[src/rtl/cpu_ctrl_pkg.sv]
// Shared constants for the 8-bit CPU control unit: opcodes, control-word layout,
// inactive control value and step-counter sizing.
package cpu_ctrl_pkg;

    localparam int OPCODE_WIDTH      = 4;
    localparam int NUM_STEPS_DEFAULT = 5;
    localparam int STEP_W            = $clog2(NUM_STEPS_DEFAULT);
    localparam int CTRL_W            = 16;

    typedef logic [OPCODE_WIDTH-1:0] opcode_t;
    typedef logic [STEP_W-1:0]       step_t;
    typedef logic [CTRL_W-1:0]       ctrl_word_t;
    typedef logic [3:0]              cw_idx_t;

    typedef enum logic {
        ST_RUN  = 1'b0,
        ST_HALT = 1'b1
    } seq_state_e;

    localparam opcode_t OP_NOP = 4'h0;
    localparam opcode_t OP_LDA = 4'h1;
    localparam opcode_t OP_ADD = 4'h2;
    localparam opcode_t OP_SUB = 4'h3;
    localparam opcode_t OP_STA = 4'h4;
    localparam opcode_t OP_LDI = 4'h5;
    localparam opcode_t OP_JMP = 4'h6;
    localparam opcode_t OP_JC  = 4'h7;
    localparam opcode_t OP_JZ  = 4'h8;
    localparam opcode_t OP_OUT = 4'hE;
    localparam opcode_t OP_HLT = 4'hF;

    localparam cw_idx_t CW_HLT  = 4'd0;
    localparam cw_idx_t CW_MI   = 4'd1;
    localparam cw_idx_t CW_RI   = 4'd2;
    localparam cw_idx_t CW_RO   = 4'd3;
    localparam cw_idx_t CW_II   = 4'd4;
    localparam cw_idx_t CW_IO   = 4'd5;
    localparam cw_idx_t CW_AI   = 4'd6;
    localparam cw_idx_t CW_AO   = 4'd7;
    localparam cw_idx_t CW_BI   = 4'd8;
    localparam cw_idx_t CW_SU   = 4'd9;
    localparam cw_idx_t CW_EO_N = 4'd10;
    localparam cw_idx_t CW_FI_N = 4'd11;
    localparam cw_idx_t CW_OI   = 4'd12;
    localparam cw_idx_t CW_CE   = 4'd13;
    localparam cw_idx_t CW_CO   = 4'd14;
    localparam cw_idx_t CW_J    = 4'd15;

    localparam ctrl_word_t M_HLT  = 16'h0001 << CW_HLT;
    localparam ctrl_word_t M_MI   = 16'h0001 << CW_MI;
    localparam ctrl_word_t M_RI   = 16'h0001 << CW_RI;
    localparam ctrl_word_t M_RO   = 16'h0001 << CW_RO;
    localparam ctrl_word_t M_II   = 16'h0001 << CW_II;
    localparam ctrl_word_t M_IO   = 16'h0001 << CW_IO;
    localparam ctrl_word_t M_AI   = 16'h0001 << CW_AI;
    localparam ctrl_word_t M_AO   = 16'h0001 << CW_AO;
    localparam ctrl_word_t M_BI   = 16'h0001 << CW_BI;
    localparam ctrl_word_t M_SU   = 16'h0001 << CW_SU;
    localparam ctrl_word_t M_EO_N = 16'h0001 << CW_EO_N;
    localparam ctrl_word_t M_FI_N = 16'h0001 << CW_FI_N;
    localparam ctrl_word_t M_OI   = 16'h0001 << CW_OI;
    localparam ctrl_word_t M_CE   = 16'h0001 << CW_CE;
    localparam ctrl_word_t M_CO   = 16'h0001 << CW_CO;
    localparam ctrl_word_t M_J    = 16'h0001 << CW_J;

    // EO_n and FI_n idle high; everything else idles low.
    localparam ctrl_word_t CW_INACTIVE  = M_EO_N | M_FI_N;
    localparam ctrl_word_t CW_LOAD_MASK = M_MI | M_RI | M_II | M_AI | M_BI |
                                          M_OI | M_CE | M_J  | M_FI_N;

    // Masks name the controls to assert; XOR with the idle word handles polarity.
    function automatic ctrl_word_t cw_make(input ctrl_word_t asserted);
        return CW_INACTIVE ^ asserted;
    endfunction

    function automatic logic is_fetch_only(input opcode_t op);
        logic r;
        case (op)
            OP_LDA, OP_ADD, OP_SUB, OP_STA, OP_LDI,
            OP_JMP, OP_JC, OP_JZ, OP_OUT, OP_HLT: r = 1'b0;
            default:                              r = 1'b1;
        endcase
        return r;
    endfunction

endpackage

[src/rtl/control_sequencer_if.sv]
// Bundle between the control sequencer (master) and the CPU datapath (slave):
// opcode/flags in, per-cycle control strobes and debug step out.
interface control_sequencer_if;
    import cpu_ctrl_pkg::*;

    opcode_t IR_OP;
    logic    CF;
    logic    ZF;
    logic    HLT;
    logic    MI;
    logic    RI;
    logic    RO;
    logic    II;
    logic    IO;
    logic    AI;
    logic    AO;
    logic    BI;
    logic    SU;
    logic    EO_n;
    logic    FI_n;
    logic    OI;
    logic    CE;
    logic    CO;
    logic    J;
    step_t   STEP_IDX;
    logic    INSTR_END;

    modport master (
        input  IR_OP, CF, ZF,
        output HLT, MI, RI, RO, II, IO, AI, AO, BI, SU, EO_n, FI_n, OI, CE, CO, J,
        output STEP_IDX, INSTR_END
    );

    modport slave (
        output IR_OP, CF, ZF,
        input  HLT, MI, RI, RO, II, IO, AI, AO, BI, SU, EO_n, FI_n, OI, CE, CO, J,
        input  STEP_IDX, INSTR_END
    );

endinterface

[src/rtl/control_rom.sv]
// Combinational microcode: (opcode, T-state, CF, ZF) -> control word plus a flag
// marking the last active step of the instruction.
module control_rom
    import cpu_ctrl_pkg::*;
(
    input  opcode_t    i_opcode,
    input  step_t      i_step,
    input  logic       i_cf,
    input  logic       i_zf,
    output ctrl_word_t o_ctrl,
    output logic       o_last_step
);

    // Microcode lookup; fetch is shared in T0/T1, execute decodes the opcode.
    always_comb begin
        o_ctrl      = CW_INACTIVE;
        o_last_step = 1'b0;
        case (i_step)
            3'd0: o_ctrl = cw_make(M_CO | M_MI);
            3'd1: begin
                o_ctrl      = cw_make(M_RO | M_II | M_CE);
                o_last_step = is_fetch_only(i_opcode);
            end
            3'd2: begin
                case (i_opcode)
                    OP_LDA, OP_ADD, OP_SUB, OP_STA: o_ctrl = cw_make(M_IO | M_MI);
                    OP_LDI: begin
                        o_ctrl      = cw_make(M_IO | M_AI);
                        o_last_step = 1'b1;
                    end
                    OP_JMP: begin
                        o_ctrl      = cw_make(M_IO | M_J);
                        o_last_step = 1'b1;
                    end
                    // Untaken conditional jumps still end here with an idle word.
                    OP_JC: begin
                        o_ctrl      = i_cf ? cw_make(M_IO | M_J) : CW_INACTIVE;
                        o_last_step = 1'b1;
                    end
                    OP_JZ: begin
                        o_ctrl      = i_zf ? cw_make(M_IO | M_J) : CW_INACTIVE;
                        o_last_step = 1'b1;
                    end
                    OP_OUT: begin
                        o_ctrl      = cw_make(M_AO | M_OI);
                        o_last_step = 1'b1;
                    end
                    OP_HLT: begin
                        o_ctrl      = cw_make(M_HLT);
                        o_last_step = 1'b1;
                    end
                    default: o_ctrl = CW_INACTIVE;
                endcase
            end
            3'd3: begin
                case (i_opcode)
                    OP_LDA: begin
                        o_ctrl      = cw_make(M_RO | M_AI);
                        o_last_step = 1'b1;
                    end
                    OP_ADD, OP_SUB: o_ctrl = cw_make(M_RO | M_BI);
                    OP_STA: begin
                        o_ctrl      = cw_make(M_AO | M_RI);
                        o_last_step = 1'b1;
                    end
                    default: o_ctrl = CW_INACTIVE;
                endcase
            end
            3'd4: begin
                case (i_opcode)
                    OP_ADD: begin
                        o_ctrl      = cw_make(M_EO_N | M_AI | M_FI_N);
                        o_last_step = 1'b1;
                    end
                    OP_SUB: begin
                        o_ctrl      = cw_make(M_EO_N | M_AI | M_FI_N | M_SU);
                        o_last_step = 1'b1;
                    end
                    default: o_ctrl = CW_INACTIVE;
                endcase
            end
            default: o_ctrl = CW_INACTIVE;
        endcase
    end

endmodule

[src/rtl/control_sequencer.sv]
// Microcoded control unit: RUN/HALT FSM, T-state counter and control-word gating.
// Optional feature macro CTRL_SINGLE_STEP_EN adds a STEP input for single-stepping.
module control_sequencer
    import cpu_ctrl_pkg::*;
#(
    parameter int OPCODE_W  = OPCODE_WIDTH,
    parameter int NUM_STEPS = NUM_STEPS_DEFAULT
)(
    input  logic CLK,
    input  logic CLR,
`ifdef CTRL_SINGLE_STEP_EN
    input  logic STEP,
`endif
    control_sequencer_if.master bus
);

    localparam step_t LAST_STEP = step_t'(NUM_STEPS - 1);

    seq_state_e          r_state;
    seq_state_e          w_next_state;
    step_t               r_step;
    step_t               w_next_step;
    logic [OPCODE_W-1:0] w_op;
    ctrl_word_t          w_rom_cw;
    ctrl_word_t          w_cw_out;
    logic                w_rom_last;
    logic                w_adv;
    logic                w_instr_end;

    assign w_op = bus.IR_OP;

`ifdef CTRL_SINGLE_STEP_EN
    assign w_adv = STEP;
`else
    assign w_adv = 1'b1;
`endif

    control_rom u_rom (
        .i_opcode    (w_op),
        .i_step      (r_step),
        .i_cf        (bus.CF),
        .i_zf        (bus.ZF),
        .o_ctrl      (w_rom_cw),
        .o_last_step (w_rom_last)
    );

    // Next state and step; the last step of an instruction or T4 wraps to T0.
    always_comb begin
        w_next_state = r_state;
        w_next_step  = r_step;
        case (r_state)
            ST_RUN: begin
                if (w_adv) begin
                    if (w_rom_last || (r_step >= LAST_STEP)) begin
                        w_next_step = step_t'(0);
                    end else begin
                        w_next_step = r_step + step_t'(1);
                    end
                    if (w_rom_cw[CW_HLT]) begin
                        w_next_state = ST_HALT;
                    end else begin
                        w_next_state = ST_RUN;
                    end
                end else begin
                    w_next_state = ST_RUN;
                    w_next_step  = r_step;
                end
            end
            ST_HALT: begin
                w_next_state = ST_HALT;
                w_next_step  = step_t'(0);
            end
            default: begin
                w_next_state = ST_RUN;
                w_next_step  = step_t'(0);
            end
        endcase
    end

    // State and step registers with synchronous clear.
    always_ff @(posedge CLK) begin
        if (CLR) begin
            r_state <= ST_RUN;
            r_step  <= step_t'(0);
        end else begin
            r_state <= w_next_state;
            r_step  <= w_next_step;
        end
    end

    // Output gating: idle under CLR, HLT only in HALT, loads masked while a step is held.
    always_comb begin
        w_cw_out    = CW_INACTIVE;
        w_instr_end = 1'b0;
        if (CLR) begin
            w_cw_out    = CW_INACTIVE;
            w_instr_end = 1'b0;
        end else if (r_state == ST_HALT) begin
            w_cw_out    = cw_make(M_HLT);
            w_instr_end = 1'b0;
        end else if (w_adv) begin
            w_cw_out    = w_rom_cw;
            w_instr_end = w_rom_last;
        end else begin
            w_cw_out    = (w_rom_cw & ~CW_LOAD_MASK) | (CW_INACTIVE & CW_LOAD_MASK);
            w_instr_end = w_rom_last;
        end
    end

    assign bus.HLT       = w_cw_out[CW_HLT];
    assign bus.MI        = w_cw_out[CW_MI];
    assign bus.RI        = w_cw_out[CW_RI];
    assign bus.RO        = w_cw_out[CW_RO];
    assign bus.II        = w_cw_out[CW_II];
    assign bus.IO        = w_cw_out[CW_IO];
    assign bus.AI        = w_cw_out[CW_AI];
    assign bus.AO        = w_cw_out[CW_AO];
    assign bus.BI        = w_cw_out[CW_BI];
    assign bus.SU        = w_cw_out[CW_SU];
    assign bus.EO_n      = w_cw_out[CW_EO_N];
    assign bus.FI_n      = w_cw_out[CW_FI_N];
    assign bus.OI        = w_cw_out[CW_OI];
    assign bus.CE        = w_cw_out[CW_CE];
    assign bus.CO        = w_cw_out[CW_CO];
    assign bus.J         = w_cw_out[CW_J];
    assign bus.STEP_IDX  = r_step;
    assign bus.INSTR_END = w_instr_end;

endmodule
[src/flat_wrapper.sv]
// flat-port wrapper written by rule: the top's interface ports become plain ports
module control_sequencer_flat import cpu_ctrl_pkg::*;
#(
    parameter int OPCODE_W  = OPCODE_WIDTH,
    parameter int NUM_STEPS = NUM_STEPS_DEFAULT
)
  (CLK, CLR, bus_IR_OP, bus_CF, bus_ZF, bus_HLT, bus_MI, bus_RI, bus_RO, bus_II, bus_IO, bus_AI, bus_AO, bus_BI, bus_SU, bus_EO_n, bus_FI_n, bus_OI, bus_CE, bus_CO, bus_J, bus_STEP_IDX, bus_INSTR_END);
  control_sequencer_if bus_i ();
  input  logic CLK;
  input  logic CLR;
  input wire logic [$bits(bus_i.IR_OP)-1:0] bus_IR_OP;
  input wire logic [$bits(bus_i.CF)-1:0] bus_CF;
  input wire logic [$bits(bus_i.ZF)-1:0] bus_ZF;
  output wire logic [$bits(bus_i.HLT)-1:0] bus_HLT;
  output wire logic [$bits(bus_i.MI)-1:0] bus_MI;
  output wire logic [$bits(bus_i.RI)-1:0] bus_RI;
  output wire logic [$bits(bus_i.RO)-1:0] bus_RO;
  output wire logic [$bits(bus_i.II)-1:0] bus_II;
  output wire logic [$bits(bus_i.IO)-1:0] bus_IO;
  output wire logic [$bits(bus_i.AI)-1:0] bus_AI;
  output wire logic [$bits(bus_i.AO)-1:0] bus_AO;
  output wire logic [$bits(bus_i.BI)-1:0] bus_BI;
  output wire logic [$bits(bus_i.SU)-1:0] bus_SU;
  output wire logic [$bits(bus_i.EO_n)-1:0] bus_EO_n;
  output wire logic [$bits(bus_i.FI_n)-1:0] bus_FI_n;
  output wire logic [$bits(bus_i.OI)-1:0] bus_OI;
  output wire logic [$bits(bus_i.CE)-1:0] bus_CE;
  output wire logic [$bits(bus_i.CO)-1:0] bus_CO;
  output wire logic [$bits(bus_i.J)-1:0] bus_J;
  output wire logic [$bits(bus_i.STEP_IDX)-1:0] bus_STEP_IDX;
  output wire logic [$bits(bus_i.INSTR_END)-1:0] bus_INSTR_END;
  assign bus_i.IR_OP = bus_IR_OP;
  assign bus_i.CF = bus_CF;
  assign bus_i.ZF = bus_ZF;
  assign bus_HLT = bus_i.HLT;
  assign bus_MI = bus_i.MI;
  assign bus_RI = bus_i.RI;
  assign bus_RO = bus_i.RO;
  assign bus_II = bus_i.II;
  assign bus_IO = bus_i.IO;
  assign bus_AI = bus_i.AI;
  assign bus_AO = bus_i.AO;
  assign bus_BI = bus_i.BI;
  assign bus_SU = bus_i.SU;
  assign bus_EO_n = bus_i.EO_n;
  assign bus_FI_n = bus_i.FI_n;
  assign bus_OI = bus_i.OI;
  assign bus_CE = bus_i.CE;
  assign bus_CO = bus_i.CO;
  assign bus_J = bus_i.J;
  assign bus_STEP_IDX = bus_i.STEP_IDX;
  assign bus_INSTR_END = bus_i.INSTR_END;
  control_sequencer #(.OPCODE_W(OPCODE_W), .NUM_STEPS(NUM_STEPS)) u_core (.CLK(CLK), .CLR(CLR), .bus(bus_i));
endmodule
[config.mk]
export PLATFORM = sky130hd
export DESIGN_NAME = control_sequencer_flat
export DESIGN_NICKNAME = d
export VERILOG_FILES = /design/src/rtl/cpu_ctrl_pkg.sv /design/src/rtl/control_sequencer_if.sv /design/src/rtl/control_rom.sv /design/src/rtl/control_sequencer.sv /design/src/flat_wrapper.sv
export SDC_FILE = /design/constraint.sdc
export NUM_CORES = 1
export LEC_CHECK = 0
export CAP_MARGIN = 10
export CORE_MARGIN = 8
export CORE_UTILIZATION = 41
export DETAILED_ROUTE_END_ITERATION = 8
export PLACE_DENSITY = 0.78
export RECOVER_POWER = 50
export SLEW_MARGIN = 10
export SYNTH_ARGS = -nofsm -noshare
export SYNTH_HDL_FRONTEND = slang
export SYNTH_HIERARCHICAL = 1
export SYNTH_SLANG_ARGS = --single-unit
[constraint.sdc]
create_clock -name CLK -period 1.9 [get_ports CLK]
set_clock_uncertainty 0.05 [all_clocks]
set_input_delay 0.38 -clock CLK [delete_from_list [all_inputs] [get_ports CLK]]
set_output_delay 0.38 -clock CLK [all_outputs]
set_load 0.1 [all_outputs]
==> results of run 1 <==
through the flow:
| stage | utilization, % | cell area, sq um | hold WS [ps] | setup WS [ps] |
|---|---|---|---|---|
| detailed placement | 87.1 | 1300 | 667 | -582 |
| floorplan | - | 683 | 402 | -269 |
| global placement | 87.1 | 1300 | 653 | -484 |
logic make-up after synthesis:
logic type,count (synthesis)
adder cells (fa/ha/maj),1
XOR/XNOR,3
AO/OA/AOI/OAI,16
flip-flops,4
AND/OR/NAND/NOR,52
buffers and inverters,12
synth_stat cells, types with 4 or more instances:
library cell  instances
and2_2                4
and2_4                8
buf_2                 5
dfxtp_1               4
nor2_1               10
nor3_1                4
o21ai_1               4
==> impl_metrics.tcl, run 1 <==
set metrics [dict create \
    synth_cell_type_count 42 \
    fp.dieH_um 55.7 \
    synth-xor-area-share_pct 4.06 \
    synth_top_area_cell "dfxtp_1" \
    rows 14 \
    port_buffers 27 \
    cts-root-buf "clkbuf_4" \
    die_w_um 55.7 \
    cts_resized 51 \
    ys_seq_elements 4 \
    synth_compound_gate_area_share_pct 17.2 \
    yosysTopAreaCellShare_pct 12.4 \
    status "stopped before the end" \
    pin_count 28 \
    netlist_area_sq_um 647 \
    htree_num_levels 1 \
    syn_avg_cell_area_sq_um 7.35 \
    error "[ERROR DPL-0033] detailed placement checks failed during check placement." \
    synth_edf_count 0 \
    ys_seq_area_share_pct 12.4 \
    numCtsBuffers 3 \
    clock_sinks 4 \
    synthTopCellsByArea "dfxtp_1, and2_4, nor2_1, and2_2, buf_2" \
    synth_nets 97 \
    async_flop_share_pct 0 \
    synth_cells 88 \
    start_util_pct 43.4 \
    failed_stage "clock tree synthesis" \
    cts_hold_buf 0 \
    synth_fa_ha_area_share_pct 1.93 \
    clockBufferDepth 2 \
    synthSimpleGateAreaFrac_pct 53.0 \
    yosysWarnings 6 \
    synth_top_family_by_area "simple AND/OR/NAND/NOR gates" \
    ys.flop_type "dfxtp_1" \
    cts_setup_buffers 6 \
    gp_congestion 1.06 \
    place_hpwl_mm 2.08 \
    synthMuxAreaShare_pct 0 \
    dp_cells 145 \
]
==> inputs of run 2 (changes only) <==
CORE_AREA = 8 8 69 71   (was not set)
CORE_MARGIN = not set   (was 8)
CORE_UTILIZATION = not set   (was 41)
DIE_AREA = 0 0 77 79   (was not set)
PLACE_DENSITY = not set   (was 0.78)
PLACE_DENSITY_LB_ADDON = 0.15   (was not set)
==> impl_metrics.tcl, run 2 <==
set metrics [dict create \
    num-fill-cells 399 \
    clock_sinks 4 \
    reg2regPathDepth 9 \
    numCtsBuffers 3 \
    rrSetupSlack_ps 90 \
    max_freq_mhz 462 \
    setup_violations 8 \
    cts-root-buf "clkbuf_8" \
    cp.arrival_ps 1740 \
    rsz0062_at_grt "true" \
    die_w_um 77 \
    synth_cell_type_count 42 \
    track_usage_pct 8.04 \
    grt_first_pass_wirelength_mm 4.17 \
    dpl_cell_area_sq_mm 0.00135 \
    synth_nets 97 \
    fp.dieH_um 79 \
    r2r-start "u_core/bus.STEP_IDX[0]" \
    vias 856 \
    ys.flop_type "dfxtp_1" \
    netlist_area_sq_um 647 \
    layout_min_cycle_time_ps 2170 \
    hold_viol_final 0 \
    pin_count 28 \
    ys_seq_area_share_pct 12.4 \
    synthTopCellsByArea "dfxtp_1, and2_4, nor2_1, and2_2, buf_2" \
    crit_path_cell_trace "buf_8, nor2b_4, nand4b_1, o31a_1, o311ai_4, and2_4, buf_12" \
    ir_drop_v 0.000259 \
    postRouteAntennaNets 0 \
    hold_depth 2 \
    most-common-layout-cells "buf_4, buf_12, and2_4" \
    core_sq_mm 0.00380 \
    wl_mm 2.56 \
    cp-end-kind "primary output" \
    post-synth-top-count-cell "nor2_1" \
    async_flop_share_pct 0 \
    stdcell_area_sq_mm 0.00164 \
    final_layout_size_suffix_gt1_share_pct 73.6 \
    clockBufferDepth 2 \
    synth_edf_count 0 \
    synth_cells 88 \
    worst_slack_ps -267 \
    grt_overflow 0 \
    place_hpwl_mm 1.87 \
    power.density_mw_per_mm2 713 \
    p_leak_nw 0.710 \
    antenna_found_initial 0 \
    yosysTopAreaCellShare_pct 12.4 \
    hold_class "flop to flop" \
    final_common_cell "buf_4" \
    reg2reg_to "u_core/bus.STEP_IDX[1]" \
    area_delta_synth_final_pct 153 \
    largest_register_ff_count 3 \
    status "finished with violations" \
    start_util_pct 17.0 \
    ys_seq_elements 4 \
    htree_num_levels 1 \
    viasPerCell 4.32 \
    first_pass_iters 4 \
    grt_start_max_net_pins 18 \
    cp_max_fo 8 \
    tightest_slew_ps 543 \
    failed_checks "setup timing" \
    wl_per_cell_um 12.9 \
    crit_type "flop to primary output" \
    final_nets 158 \
    rows 23 \
    syn_avg_cell_area_sq_um 7.35 \
    drtIter0Drc 24 \
    cts_hold_buf 0 \
    hold_end "u_core/r_state" \
    post-place-ws_ps -553 \
    synth_top_area_cell "dfxtp_1" \
    cp-start-kind "flop" \
    slew_violations 0 \
    min_from "u_core/r_state" \
    relSlewSlack_pct 63.9 \
    fin_crit_sh_pct 114 \
    gp_congestion 0.784 \
    cts.clk_slew.worst_paths_ps 30 \
    drv_cap 0 \
    cts_tree "yes" \
    die_area_sq_mm 0.00608 \
    port_buffers 27 \
    yosysWarnings 6 \
    dp_cells 181 \
    final_cells 198 \
    cpMaxStageDelayCell "dfxtp_4" \
    drcViolationCount 0 \
    crit_required_ps 1470 \
    antenna_cells 0 \
    synth_common_cells "nor2_1, and2_4, buf_2" \
    grt_pass1_vias 851 \
    clock_latency_ps 210 \
    cp_slowest_stage_delay_ps 350 \
]
run 2: how the worst max path moves through the flow:
| stage | start | end | depth (start not counted) |
|---|---|---|---|
| final | u_core/bus.STEP_IDX[0] | bus_INSTR_END | 7 |
| after detailed placement | bus_IR_OP[2] | bus_INSTR_END | 8 |
| after global routing | u_core/bus.STEP_IDX[0] | bus_INSTR_END | 7 |
| after CTS | u_core/bus.STEP_IDX[0] | bus_INSTR_END | 6 |
| after floorplan | u_core/bus.STEP_IDX[1] | bus_INSTR_END | 6 |
| after global placement | bus_IR_OP[1] | bus_INSTR_END | 7 |
run 2: layer usage:
| metal | wire length (um) | GRT usage [%] |
|---|---|---|
| met1 | 1160 | 10.0 |
| met2 | 1280 | 13.4 |
| met3 | 100 | 1.58 |
| met4 | 17 | 3.02 |
| met5 | 0 | 0 |
run 2: what timing repair did:
item	CTS	global route
endpoints found under the setup margin	20	12
setup buffers	2	11
pin swaps	11	16
resized for setup	47	25
run 2: layout make-up:
cell class	count	area (sq um)	area share, %
inverters	3	13.8	0.841
flip-flops and latches	4	91.3	5.58
clock buffers	4	45.0	2.75
well taps	50	62.6	3.82
multi-input cells	72	649	39.7
repair buffers	65	774	47.3
run 2: kinds of logic after synthesis:
| group | after synthesis | share of synthesized area, % |
|---|---|---|
| flops | 4 | 12.4 |
| buf+inv | 12 | 11.4 |
| fa+ha+maj | 1 | 1.93 |
| compound gates | 16 | 17.2 |
| xor+xnor | 3 | 4.06 |
| simple gates | 52 | 53.0 |
run 2: stage by stage:
step	hold slack [ps]	TNS (ps)	util (%)	power (mW)
2_1_floorplan	402	-640	-	0.578
6_report	564	-1180	43.1	1.17
3_3_place_gp	588	-6890	35.6	0.865
5_1_grt	601	-1860	43.1	1.23
3_5_place_dp	605	-6750	35.6	0.868
4_1_cts	612	-814	39.7	1.11
run 2: critical path, delay by kind of cell (launching register included):
family          cells  cell delay, ps
buf+inv             2             300
compound gates      2             320
simple gates        3             550
flops               1             350
run 2: report_power, final:
group | switching, mW | total [mW] | internal [mW] | leakage, nW
sequential | 0.0175 | 0.118 | 0.101 | 0.0347
clock | 0.0443 | 0.188 | 0.143 | 0.0228
combinational | 0.490 | 0.860 | 0.370 | 0.652
total | 0.552 | 1.17 | 0.614 | 0.710
Power figures use the tool's default switching activity.
==> inputs of run 3 (changes only) <==
clock period = 2 ns   (was 1.9 ns; I/O delays follow)
==> impl_metrics.tcl, run 3 (same netlist as run 2, synthesis figures left out) <==
set metrics [dict create \
    cp-start-kind "flop" \
    ir_drop_v 0.000366 \
    grt_pass1_vias 862 \
    path_buf_inv 1 \
    start_util_pct 17.0 \
    cts_hold_buf 0 \
    viasPerCell 4.35 \
    failed_checks "setup timing" \
    cp_max_fo 4 \
    fin_util_pct 41.8 \
    wl_per_cell_um 12.5 \
    r2r-start "u_core/bus.STEP_IDX[0]" \
    final_common_cell "buf_4" \
    relSlewSlack_pct 81.5 \
    clock_latency_ps 220 \
    most-common-layout-cells "buf_4, buf_12, and2_4" \
    drv_cap 0 \
    clock_sinks 4 \
    htree_num_levels 1 \
    cts_tree "yes" \
    max_freq_mhz 463 \
    grt_first_pass_wirelength_mm 4.09 \
    cts.clk_slew.worst_paths_ps 30 \
    slew_violations 0 \
    rrSetupSlack_ps 160 \
    status "finished with violations" \
    largest_register_ff_count 3 \
    power.density_mw_per_mm2 689 \
    crit_type "flop to primary output" \
    grt_start_max_net_pins 13 \
    place_hpwl_mm 1.89 \
    p_leak_nw 0.684 \
    final_nets 152 \
    crit_cells 6 \
    fp.dieH_um 79 \
    final_layout_size_suffix_gt1_share_pct 71.1 \
    fin_crit_sh_pct 108 \
    cp_slowest_stage_delay_ps 490 \
    cp.arrival_ps 1710 \
    pin_count 28 \
    gp_congestion 0.795 \
    num-fill-cells 377 \
    hold_class "input port to flop" \
    antenna_found_initial 0 \
    area_delta_synth_final_pct 146 \
    cts-root-buf "clkbuf_8" \
    die_w_um 77 \
    track_usage_pct 8.02 \
    drcViolationCount 0 \
    first_pass_iters 4 \
    cpMaxStageDelayCell "or4b_1" \
    tightest_slew_ps 277 \
    reg2reg_to "u_core/bus.STEP_IDX[0]" \
    endpoint "bus_INSTR_END" \
    postRouteAntennaNets 0 \
    startpoint "u_core/bus.STEP_IDX[0]" \
    hold_viol_final 0 \
    die_area_sq_mm 0.00608 \
    rsz0062_at_grt "true" \
    core_sq_mm 0.00380 \
    layout_min_cycle_time_ps 2160 \
    setup_violations 6 \
    wl_mm 2.40 \
    cp-end-kind "primary output" \
    drtIter0Drc 11 \
    numCtsBuffers 3 \
    crit_path_cell_trace "or4b_1, o21ai_1, a22oi_1, o311ai_2, and2_4, buf_12" \
    post-place-ws_ps -523 \
    antenna_cells 0 \
    crit_required_ps 1550 \
    vias 835 \
    rows 23 \
    reg2regPathDepth 9 \
    port_buffers 27 \
    crit_family "simple AND/OR/NAND/NOR gates" \
    worst_slack_ps -162 \
    clockBufferDepth 2 \
    grt_overflow 0 \
]
-- run 3: cell count changes in the layout (fill, tap and decap cells not counted), sizes merged --
cell / delta
buf: -3
clkbuf: -3
dlygate4sd2: -2
dlymetal6s2s: +2
-- run 3: how the worst min path moves through the flow --
stage	start	end	slack [ps]	cells after the start
2_1_floorplan	CLR	u_core/r_state	420	1
3_3_place_gp	u_core/r_state	u_core/r_state	580	2
3_5_place_dp	u_core/r_state	u_core/r_state	580	2
4_1_cts	u_core/r_state	u_core/r_state	600	2
5_1_grt	CLR	u_core/r_state	580	3
6_report	CLR	u_core/r_state	570	3
-- run 3: routing by layer --
metal / share of wire, % / vias to the layer above / GRT usage (%)
met4: 0.96 / 0 / 2.64
met1: 42 / 391 / 8.90
li1: - / 424 / -
met5: 0 / - / 0
met2: 54 / 16 / 14.7
met3: 3.0 / 4 / 1.92
-- run 3: power breakdown --
part / total, mW / internal, mW / switching (mW)
Clock: 0.184 / 0.137 / 0.0477
Sequential: 0.116 / 0.0958 / 0.0199
Combinational: 0.795 / 0.346 / 0.449
-- run 3: layout make-up --
cell class              count  area (sq um)  share of cell area, %
repair buffers             59           747                   47.0
inverters                   3          13.8                  0.866
clock buffers               4          45.0                   2.83
multi-input cells          72           629                   39.6
flip-flops and latches      4          91.3                   5.75
well taps                  50          62.6                   3.94
-- run 3: tightest hold or removal path: stages --
cell	delay, ps
dlymetal6s2s_1	180
buf_4	170
nor2_1	40
-- run 3: metrics by stage --
stage                     hold WS [ps]  setup TNS (ps)  cells  area, sq um  power, mW
after floorplan                    422            -363     88          681      0.549
after global placement             576           -6540    181         1350      0.818
after detailed placement           584           -6180    181         1350      0.819
after CTS                          598            -878    188         1450       1.03
after global routing               585            -858    192         1590       1.15
final                              572            -461    192         1590       1.10
-- run 3: what timing repair did --
action,in CTS,in global routing
buffers inserted,3,5
gates resized for setup,29,27
pin swaps,9,17
setup endpoints to repair,17,17
==> inputs of run 4 (changes only) <==
GPL_ROUTABILITY_DRIVEN = 0   (was not set)
==> results of run 4 <==
The final DEF is identical to that of run 3; final timing and power are the same.
